### src/rtl/run_ctrl_pkg.sv
// run_ctrl_pkg: state encoding and sizing helpers shared by the run controller files.
package run_ctrl_pkg;

  typedef enum logic [2:0] {
    IDLE   = 3'd0,
    CLEAR  = 3'd1,
    LOAD   = 3'd2,
    LAUNCH = 3'd3,
    RUN    = 3'd4,
    DUMP   = 3'd5,
    FIN    = 3'd6
  } state_t;

  localparam int unsigned DEF_ADDR_W = 8;
  localparam int unsigned DEPTH      = 32'd1 << DEF_ADDR_W;

  function automatic int unsigned depth_of(input int unsigned addr_w);
    return 32'd1 << addr_w;
  endfunction

endpackage

### src/rtl/run_ctrl_wdog.sv
// run_ctrl_wdog: saturating RUN-cycle counter with a watchdog limit compare.
module run_ctrl_wdog #(
  parameter int unsigned CNT_W      = 32,
  parameter int unsigned MAX_CYCLES = 100000
) (
  input  logic             i_clk,
  input  logic             i_rst_n,
  input  logic             i_clr,
  input  logic             i_en,
  output logic [CNT_W-1:0] o_count,
  output logic             o_expired
);

  // A zero limit disables the compare entirely, so the limit value itself is irrelevant then.
  localparam logic [CNT_W-1:0] L_LIMIT =
    (MAX_CYCLES == 32'd0) ? {CNT_W{1'b0}} : CNT_W'(MAX_CYCLES - 32'd1);

  logic [CNT_W-1:0] r_count;

  // Count enabled cycles, holding at all-ones instead of wrapping.
  always_ff @(posedge i_clk) begin
    if (!i_rst_n) begin
      r_count <= {CNT_W{1'b0}};
    end else if (i_clr) begin
      r_count <= {CNT_W{1'b0}};
    end else if (i_en && (r_count != {CNT_W{1'b1}})) begin
      r_count <= r_count + CNT_W'(1'b1);
    end else begin
      r_count <= r_count;
    end
  end

  assign o_count   = r_count;
  assign o_expired = (MAX_CYCLES != 32'd0) && (r_count == L_LIMIT);

endmodule

### src/rtl/run_ctrl.sv
// run_ctrl: memory clear, preload, launch and halt-wait sequencer for the single-cycle CPU.
// Define RUN_CTRL_DUMP_EN to add a post-run dump of the result window.
module run_ctrl
  import run_ctrl_pkg::*;
#(
  parameter int unsigned ADDR_W     = 8,
  parameter int unsigned DATA_W     = 8,
  parameter int unsigned CNT_W      = 32,
  parameter int unsigned MAX_CYCLES = 100000
`ifdef RUN_CTRL_DUMP_EN
  ,
  parameter int unsigned DUMP_BASE  = 8,
  parameter int unsigned DUMP_LEN   = 4
`endif
) (
  input  logic              CLK,
  input  logic              RST_N,
  input  logic              go,
  input  logic              pl_valid,
  output logic              pl_ready,
  input  logic [ADDR_W-1:0] pl_addr,
  input  logic [DATA_W-1:0] pl_data,
  input  logic              pl_last,
  output logic              mem_we,
  output logic [ADDR_W-1:0] mem_addr,
  output logic [DATA_W-1:0] mem_wdata,
  output logic              core_start,
  input  logic              core_halt,
  output logic              busy,
  output logic              done,
  output logic              timeout,
  output logic [CNT_W-1:0]  cycles
`ifdef RUN_CTRL_DUMP_EN
  ,
  input  logic [DATA_W-1:0] mem_rdata,
  output logic              dump_valid,
  output logic [DATA_W-1:0] dump_data,
  input  logic              dump_ready
`endif
);

  localparam logic [ADDR_W-1:0] L_LAST_ADDR = ADDR_W'(depth_of(ADDR_W) - 32'd1);

  state_t           r_state;
  state_t           w_state_nxt;
  state_t           w_exit_state;
  logic [ADDR_W-1:0] r_clr_addr;
  logic             r_done;
  logic             r_timeout;
  logic             w_go_acc;
  logic             w_run;
  logic             w_run_exit;
  logic             w_expired;
  logic [CNT_W-1:0] w_count;

  assign w_go_acc   = go && ((r_state == IDLE) || (r_state == FIN));
  assign w_run      = (r_state == RUN);
  assign w_run_exit = w_run && (core_halt || w_expired);

`ifdef RUN_CTRL_DUMP_EN
  localparam logic [ADDR_W-1:0] L_DUMP_BASE = ADDR_W'(DUMP_BASE);
  localparam logic [ADDR_W-1:0] L_DUMP_LAST = ADDR_W'(DUMP_LEN - 32'd1);

  logic [ADDR_W-1:0] r_dump_k;
  logic              w_dump_last;

  assign w_exit_state = DUMP;
  assign w_dump_last  = (r_state == DUMP) && dump_ready && (r_dump_k == L_DUMP_LAST);
  assign dump_valid   = (r_state == DUMP);
  assign dump_data    = (r_state == DUMP) ? mem_rdata : {DATA_W{1'b0}};

  // Result-window word index, advanced only by an accepted dump word.
  always_ff @(posedge CLK) begin
    if (!RST_N) begin
      r_dump_k <= {ADDR_W{1'b0}};
    end else if (r_state != DUMP) begin
      r_dump_k <= {ADDR_W{1'b0}};
    end else if (dump_ready) begin
      r_dump_k <= r_dump_k + ADDR_W'(1'b1);
    end else begin
      r_dump_k <= r_dump_k;
    end
  end
`else
  assign w_exit_state = FIN;
`endif

  run_ctrl_wdog #(
    .CNT_W      (CNT_W),
    .MAX_CYCLES (MAX_CYCLES)
  ) u_wdog (
    .i_clk     (CLK),
    .i_rst_n   (RST_N),
    .i_clr     (w_go_acc),
    .i_en      (w_run),
    .o_count   (w_count),
    .o_expired (w_expired)
  );

  // Sequence next-state selection.
  always_comb begin
    w_state_nxt = r_state;
    case (r_state)
      IDLE, FIN: begin
        if (go) w_state_nxt = CLEAR;
        else    w_state_nxt = r_state;
      end
      CLEAR: begin
        if (r_clr_addr == L_LAST_ADDR) w_state_nxt = LOAD;
        else                           w_state_nxt = CLEAR;
      end
      LOAD: begin
        if (pl_valid && pl_last) w_state_nxt = LAUNCH;
        else                     w_state_nxt = LOAD;
      end
      LAUNCH: w_state_nxt = RUN;
      RUN: begin
        if (w_run_exit) w_state_nxt = w_exit_state;
        else            w_state_nxt = RUN;
      end
`ifdef RUN_CTRL_DUMP_EN
      DUMP: begin
        if (w_dump_last) w_state_nxt = FIN;
        else             w_state_nxt = DUMP;
      end
`endif
      default: w_state_nxt = IDLE;
    endcase
  end

  // Memory port and preload handshake; held inactive while reset is asserted so an abort writes nothing.
  always_comb begin
    mem_we    = 1'b0;
    mem_addr  = {ADDR_W{1'b0}};
    mem_wdata = {DATA_W{1'b0}};
    pl_ready  = 1'b0;
    case (r_state)
      CLEAR: begin
        mem_we   = 1'b1;
        mem_addr = r_clr_addr;
      end
      LOAD: begin
        pl_ready = 1'b1;
        if (pl_valid) begin
          mem_we    = 1'b1;
          mem_addr  = pl_addr;
          mem_wdata = pl_data;
        end else begin
          mem_we    = 1'b0;
        end
      end
`ifdef RUN_CTRL_DUMP_EN
      DUMP: mem_addr = L_DUMP_BASE + r_dump_k;
`endif
      default: mem_we = 1'b0;
    endcase
    if (!RST_N) begin
      mem_we   = 1'b0;
      pl_ready = 1'b0;
    end else begin
      pl_ready = pl_ready;
    end
  end

  // State, clear address and sticky completion flags.
  always_ff @(posedge CLK) begin
    if (!RST_N) begin
      r_state    <= IDLE;
      r_clr_addr <= {ADDR_W{1'b0}};
      r_done     <= 1'b0;
      r_timeout  <= 1'b0;
    end else begin
      r_state <= w_state_nxt;
      if (r_state == CLEAR) r_clr_addr <= r_clr_addr + ADDR_W'(1'b1);
      else                  r_clr_addr <= {ADDR_W{1'b0}};
      // Halt takes priority when it coincides with the watchdog limit.
      if (w_go_acc) begin
        r_done    <= 1'b0;
        r_timeout <= 1'b0;
      end else if (w_run && core_halt) begin
        r_done    <= 1'b1;
      end else if (w_run_exit) begin
        r_timeout <= 1'b1;
      end else begin
        r_done    <= r_done;
      end
    end
  end

  assign core_start = (r_state != RUN);
  assign busy       = !((r_state == IDLE) || (r_state == FIN));
  assign done       = r_done;
  assign timeout    = r_timeout;
  assign cycles     = w_count;

endmodule

### config.mk
export PLATFORM = sky130hd
export DESIGN_NAME = run_ctrl
export DESIGN_NICKNAME = d
export VERILOG_FILES = /design/src/rtl/run_ctrl_pkg.sv /design/src/rtl/run_ctrl_wdog.sv /design/src/rtl/run_ctrl.sv
export SDC_FILE = /design/constraint.sdc
export NUM_CORES = 1
export LEC_CHECK = 0
export CAP_MARGIN = 20
export CORE_ASPECT_RATIO = 1.2
export CORE_UTILIZATION = 45
export DETAILED_ROUTE_END_ITERATION = 16
export GPL_TIMING_DRIVEN = 0
export PLACE_DENSITY = 0.77
export SETUP_SLACK_MARGIN = 0.05
export SLEW_MARGIN = 20
export SYNTH_ARGS = -nofsm -noshare
export SYNTH_HDL_FRONTEND = slang
export SYNTH_HIERARCHICAL = 1
export SYNTH_SLANG_ARGS = --single-unit
### constraint.sdc
create_clock -name CLK -period 4.2 [get_ports CLK]
set_input_delay 1.26 -clock CLK [delete_from_list [all_inputs] [get_ports CLK]]
set_output_delay 1.26 -clock CLK [all_outputs]
set_load 0.05 [all_outputs]
==> metrics.cfg, run 1 <==
[detailed_routing]
route.detailed.drc=0
vias=2729
post_drt_wl_per_cell_um=15.3
antenna_violating_nets_post_route=0
drt-total-wl_um=7050
vias_per_cell=5.93
drt_iter0_drc=197
detail_route.first_pass.iterations=4

[worst_setup_path]
cp-end-kind=output pin
slowest_stage=sky130_fd_sc_hd__clkdlybuf4s50_1
worst_ep_arrival_time_ns=2.79
critical_path.cell_chain=clkdlybuf4s50_1 > nand2_1 > nor3_4 > buf_2 > and2_1 > clkdlybuf4s15_2
critical_path.startpoint=pl_valid
rr_startpoint=r_state[2]$_SDFFE_PN0P_
critPathKind=input pin to output pin
reg2reg_setup_slack_ns=1.37
timing.reg2reg.worst_path_depth=6
critical_path.reg2reg.endpoint=u_wdog/o_count[13]$_SDFFE_PP0P_
worst-path-max-fanout=10
critPathLaunchType=input pin
critical_path_required_ns=2.94
cpPeakStageDelay_ns=0.47

[clocking]
clock_sink_count=45
insertion_delay_to_the_later_sink_of_the_worst_skew_pair_ns=0.30
clk_pin_slew_worst_paths_ns=0.08
tritoncts_clock_tree=yes
cts_made_buffers=5
clock-root-buffer=sky130_fd_sc_hd__clkbuf_8
cts_htree_levels=2
cts_max_path_buffers=2

[placed_design]
gp_routability_congestion=0.883
io_buffers=75
dp_hpwl_um=5340
dpl_cell_area_sq_um=3440

[hold_path]
min-delay-path-class=flip-flop to flip-flop
worstHoldStart=done$_SDFFE_PP0P_
worst_hold_path.endpoint=done$_SDFFE_PP0P_
worstHoldPathCells=2

[timing]
report.final.slew_viol_count=0
hold_viol_final=0
maxSlewHeadroom=0.619
layout_worst_path_cycle_share=0.965
finClkSkew_ns=0.00533
report.final.setup_viol=0
final.hold.worst_slack_ns=0.485
worst_pin_slew_ns=0.571
max_freq_ghz=0.247
period_needed_ns=4.05
rsz0062_at_grt=false

[floorplan]
top_level_ports=76
die_width_um=71.5
floorplan.rows=30
floorplan.initialDensity=0.463
die_area_sq_um=6100
core_sq_um=5630
die_h_um=85.3

[finish]
design_area_sq_um=3480
final_nets=419
num_antenna_cells=0
signed_area_change_from_the_synthesized_netlist_to_the_final_layout_pct=33.6
n_fill_cell=534
share_of_cells_above_drive_strength_1=0.162

[logic_synthesis]
synthFlopType=sky130_fd_sc_hd__dfxtp_1
synth_top_cells_by_area=sky130_fd_sc_hd__dfxtp_1 (35%), sky130_fd_sc_hd__nand2_1 (4.2%), sky130_fd_sc_hd__a21oi_1 (3.7%)
yosysUniqueCellTypes=60
postSynth.asyncResetShare=0
yosys.cell_count.top_type=sky130_fd_sc_hd__dfxtp_1
synth.yosys.seq_area_share=0.346
ys_top_cells_by_count=sky130_fd_sc_hd__dfxtp_1 (45), sky130_fd_sc_hd__nand2_1 (29), sky130_fd_sc_hd__nor2_1 (23)
syn-instance-count=312
yosysTopAreaCellShare=0.346
synth-edff-count=0
synth-warning-count=6
netlist_area_sq_um=2600
synth.ff_latch_count=45
postSynthAreaPerCell_sq_um=8.35
synth_top_area_cell=sky130_fd_sc_hd__dfxtp_1
syn_nets=336

[outcome]
run_status=finished, final reports clean

[grt]
number_of_global_route_vias_before_repair=2446
grt_antenna_before_repair=0
groute.usage.overall=0.238
grt_pass1_wl_um=11400
grt_start_max_net_pins=14
grt_remaining_overflow=0

[power]
vdd.ir_drop.worst_v=0.000127
power.static_leakage_nw=1.19
power_per_cell_area_nw_per_um2=217

[job]
cap_violations=0

[per-stage QoR]
| stage | instances | setup TNS [ns] | setup WS (ns) | total power, mW | util |
|---|---|---|---|---|---|
| final | 460 | 0 | 0.145 | 0.754 | 0.618 |
| after global routing | 460 | 0 | 0.0508 | 0.793 | 0.618 |
| after CTS | 460 | 0 | 0.0558 | 0.765 | 0.628 |
| after detailed placement | 451 | -6.23 | -0.497 | 0.504 | 0.610 |
| after global placement | 451 | -5.96 | -0.476 | 0.503 | 0.610 |
| after floorplan | 312 | 0 | 0.573 | 0.470 | - |
[critical path: cells and delay by family]
family / cells / cell delay, ns
buffers and inverters: 3 / 1.04
and+or+nand+nor: 3 / 0.48
[power breakdown]
group	switching [mW]	leakage, nW	internal, mW
clock	0.144	0.0385	0.118
combinational	0.0329	0.793	0.0293
sequential	0.00300	0.363	0.428
total	0.179	1.19	0.575
[layer usage]
layer | track usage | up-vias | routed length (um)
li1 | - | 1341 | -
met1 | 0.273 | 1267 | 2990
met2 | 0.421 | 106 | 3450
met3 | 0.0523 | 15 | 415
met4 | 0.107 | 0 | 197
met5 | 0 | - | 0
[worst max path at each step]
stage                   endpoint  slack, ns  cells after the start
floorplan               pl_ready       0.57                      2
global placement    mem_wdata[7]      -0.48                      6
detailed placement  mem_wdata[7]      -0.50                      6
CTS                  mem_addr[7]       0.06                      6
global route        mem_wdata[2]       0.05                      6
finish              mem_wdata[1]       0.15                      6
[layout make-up]
class	count	area (sq um)	share of cell area
repair buffers	76	706	0.203
flip-flops and latches	45	901	0.259
well taps	64	80.1	0.0230
clock inverters	1	7.51	0.00216
clock buffers	7	76.3	0.0219
inverters	5	18.8	0.00539
multi-input cells	247	1570	0.452
plain buffers	15	119	0.0341
[sequential cells by signal (all words and copies together) (netlist names)]
register and flops:
done 1, r_clr_addr 8, r_state 3, timeout 1
u_wdog/o_count 32
[placed cells by master (no fill, tap or decap), types with 5 or more instances in the layout]
| master | instances |
|---|---|
| sky130_fd_sc_hd__or4_2 | 6 |
| sky130_fd_sc_hd__and3_1 | 6 |
| sky130_fd_sc_hd__nand4_1 | 13 |
| sky130_fd_sc_hd__clkbuf_2 | 7 |
| sky130_fd_sc_hd__nand2_1 | 29 |
| sky130_fd_sc_hd__or3_2 | 6 |
| sky130_fd_sc_hd__clkdlybuf4s50_1 | 57 |
| sky130_fd_sc_hd__o31ai_1 | 5 |
| sky130_fd_sc_hd__dfxtp_1 | 45 |
| sky130_fd_sc_hd__a21oi_1 | 19 |
| sky130_fd_sc_hd__nor4_1 | 7 |
| sky130_fd_sc_hd__nand3_1 | 14 |
| sky130_fd_sc_hd__buf_2 | 8 |
| sky130_fd_sc_hd__o21ai_0 | 10 |
| sky130_fd_sc_hd__clkbuf_1 | 6 |
| sky130_fd_sc_hd__nor3_1 | 8 |
| sky130_fd_sc_hd__or3_1 | 10 |
| sky130_fd_sc_hd__nor2_1 | 23 |
| sky130_fd_sc_hd__nor2b_1 | 5 |
| sky130_fd_sc_hd__xor2_1 | 6 |
| sky130_fd_sc_hd__a22o_1 | 8 |
| sky130_fd_sc_hd__clkbuf_8 | 6 |
| sky130_fd_sc_hd__o211ai_1 | 7 |
| sky130_fd_sc_hd__xnor2_1 | 5 |
| sky130_fd_sc_hd__inv_1 | 5 |
| sky130_fd_sc_hd__o21ai_2 | 6 |
| sky130_fd_sc_hd__and2_1 | 10 |
[cells by family after synthesis]
group                    share of synthesized area
buffers and inverters                       0.0528
multiplexers                               0.00384
AO/OA/AOI/OAI                                0.178
XOR/XNOR                                    0.0370
adder cells (fa/ha/maj)                    0.00960
AND/OR/NAND/NOR                              0.373
flip-flops                                   0.346
[timing repair]
item	in CTS	in global routing
gates resized for setup	41	21
setup endpoints to repair	18	12
hold buffers	0	0
pin swaps	1	0
setup buffers	1	0
(Power assumes the default switching activity.)
==> inputs of run 2 (changes only) <==
--- a/config.mk
+++ b/config.mk
@@ -5,10 +5,10 @@
 export SDC_FILE = /design/constraint.sdc
 export NUM_CORES = 1
 export LEC_CHECK = 0
-export CAP_MARGIN = 20
 export CORE_ASPECT_RATIO = 1.2
 export CORE_UTILIZATION = 45
 export DETAILED_ROUTE_END_ITERATION = 16
+export GPL_ROUTABILITY_DRIVEN = 0
 export GPL_TIMING_DRIVEN = 0
 export PLACE_DENSITY = 0.77
 export SETUP_SLACK_MARGIN = 0.05
==> metrics.cfg, run 2 (synthesis gave the netlist of run 1 again) <==
[power]
power_per_cell_area_nw_per_um2=233  ; +7.4%
power.static_leakage_nw=1.21  ; +1.4%
vdd.ir_drop.worst_v=0.000147  ; +15%

[finish]
most_frequent_cells_in_the_layout=sky130_fd_sc_hd__clkdlybuf4s50_1 (57), sky130_fd_sc_hd__dfxtp_1 (45), sky130_fd_sc_hd__nand2_1 (29)
share_of_cells_above_drive_strength_1=0.149  ; -0.0126
register_area_sq_um=901  ; unchanged
number_of_flip_flops_under_the_largest_register_name=32  ; unchanged
multi_input_area_sq_um=1570  ; unchanged
layout.cells.most_common=sky130_fd_sc_hd__clkdlybuf4s50_1
final_nets=419  ; unchanged
n_fill_cell=519  ; -2.8%
num_antenna_cells=0  ; unchanged
signed_area_change_from_the_synthesized_netlist_to_the_final_layout_pct=37.1

[timing]
report.final.slew_viol_count=0  ; unchanged
maxSlewHeadroom=0.559  ; -0.0594
period_needed_ns=4.07  ; +0.0192 ns
finClkSkew_ns=0.00403  ; -0.00130 ns
max_freq_ghz=0.245  ; -0.47%
layout_worst_path_cycle_share=0.970  ; +0.00456
rsz0062_at_grt=false
report.final.setup_viol=0  ; unchanged
final_critical_path_setup_slack_ns=0.126  ; -0.0192 ns
hold_viol_final=0  ; unchanged
final.hold.worst_slack_ns=0.485  ; -0.000141 ns
worst_pin_slew_ns=0.660  ; +0.0889 ns

[grt]
grt_antenna_before_repair=0  ; unchanged
grt_start_max_net_pins=14  ; unchanged
groute.usage.overall=0.243  ; +0.00478
number_of_global_route_vias_before_repair=2594  ; +6.1%
grt_remaining_overflow=0  ; unchanged
grt_pass1_wl_um=11900  ; +4.0%

[clocking]
hold_buffers=0  ; unchanged
clk_pin_slew_worst_paths_ns=0.08  ; about the same
cts_made_buffers=5  ; unchanged
clock-root-buffer=sky130_fd_sc_hd__clkbuf_8
cts_htree_levels=2  ; unchanged
insertion_delay_to_the_later_sink_of_the_worst_skew_pair_ns=0.29  ; about the same
cts_max_path_buffers=2  ; unchanged
clock_sink_count=45  ; unchanged
tritoncts_clock_tree=yes

[worst_setup_path]
worst_ep_arrival_time_ns=2.81  ; +0.02 ns
critical_path_required_ns=2.94  ; about the same
rr_startpoint=r_state[2]$_SDFFE_PN0P_
timing.reg2reg.worst_path_depth=6  ; unchanged
critical_path.reg2reg.endpoint=u_wdog/o_count[11]$_SDFFE_PP0P_
cpPeakStageDelay_ns=0.53  ; +0.06 ns
critical_path.cell_chain=clkdlybuf4s50_1 > nand2_1 > nor3_4 > buf_4 > a22o_1 > dlygate4sd2_1
slowest_stage=sky130_fd_sc_hd__dlygate4sd2_1
worst-path-max-fanout=6  ; -4
reg2reg_setup_slack_ns=1.23  ; -0.14 ns
cp-end-kind=output pin
crit_family=buffers and inverters
worstPathBufferInverterCount=3  ; unchanged
critPathLaunchType=input pin
critPathKind=input pin to output pin

[detailed_routing]
drt-total-wl_um=7190  ; +1.9%
route.detailed.drc=0  ; unchanged
detail_route.first_pass.iterations=5  ; +1
post_drt_wl_per_cell_um=15.6  ; +1.9%
vias=2812  ; +3.0%
antenna_violating_nets_post_route=0  ; unchanged
drt_iter0_drc=264  ; +34%
vias_per_cell=6.11  ; +3.0%

[placed_design]
place_ws_ns=-0.502  ; -0.00571 ns
dp_hpwl_um=5280  ; -1.2%
io_buffers=75  ; unchanged

[floorplan]
floorplan.initialDensity=0.463  ; unchanged
top_level_ports=76  ; unchanged
core_sq_um=5630  ; unchanged
die_width_um=71.5  ; unchanged
floorplan.rows=30  ; unchanged
die_area_sq_um=6100  ; unchanged
die_h_um=85.3  ; unchanged

[hold_path]
worst_hold_path.endpoint=done$_SDFFE_PP0P_
worstHoldPathCells=2  ; unchanged
worstHoldStart=done$_SDFFE_PP0P_
min-delay-path-class=flip-flop to flip-flop

[outcome]
run_status=finished, final reports clean

[job]
cap_violations=0  ; unchanged

==> run 2: timing repair <==
action,CTS,global route
resized for setup,40,4
setup buffers,1,0
pin swaps,0,0
endpoints found under the setup margin,18,4
==> run 2: final cells by class <==
cell class | instances | share of cell area
Buffer | 15 | 0.0333
Clock buffer | 7 | 0.0242
Clock inverter | 1 | 0.00841
Inverter | 5 | 0.00525
Multi-Input combinational cell | 247 | 0.440
Sequential cell | 45 | 0.252
Tap cell | 64 | 0.0224
Timing Repair Buffer | 76 | 0.214
==> run 2: worst max path at each step <==
stage,start,end,slack [ns],cells past startpoint
after floorplan,RST_N,pl_ready,0.57,2
after global placement,pl_valid,mem_wdata[7],-0.48,6
after detailed placement,pl_valid,mem_wdata[1],-0.50,6
after CTS,pl_valid,mem_addr[2],0.11,6
after global routing,pl_valid,mem_addr[7],0.06,6
final,pl_valid,mem_addr[7],0.13,6
==> run 2: metrics by stage <==
stage	std cells	util	power [mW]	instance area [sq um]	setup TNS (ns)
3_5_place_dp	451	0.610	0.503	3440	-6.50
3_3_place_gp	451	0.610	0.503	3440	-5.97
2_1_floorplan	312	-	0.470	2610	0
4_1_cts	460	0.634	0.839	3570	0
6_report	460	0.634	0.832	3570	0
5_1_grt	460	0.634	0.858	3570	0
==> run 2: metal layers <==
layer	up-vias	track usage	part of all wire
li1	1336	-	-
met1	1313	0.278	0.41
met2	145	0.440	0.50
met3	18	0.0511	0.071
met4	0	0.0909	0.018
met5	-	0	0
==> run 2: worst register-to-register path, delay by kind of cell, from the launching register on <==
family | cells | cell delay, ns
flip-flops | 1 | 0.43
AND/OR/NAND/NOR | 5 | 2.34
AO/OA/AOI/OAI | 1 | 0.15
==> run 2: report_power, final <==
| group | switching [mW] | internal [mW] | leakage [nW] |
|---|---|---|---|
| sequential | 0.00289 | 0.428 | 0.363 |
| clock | 0.144 | 0.194 | 0.0585 |
| combinational | 0.0330 | 0.0294 | 0.790 |
| total | 0.180 | 0.651 | 1.21 |
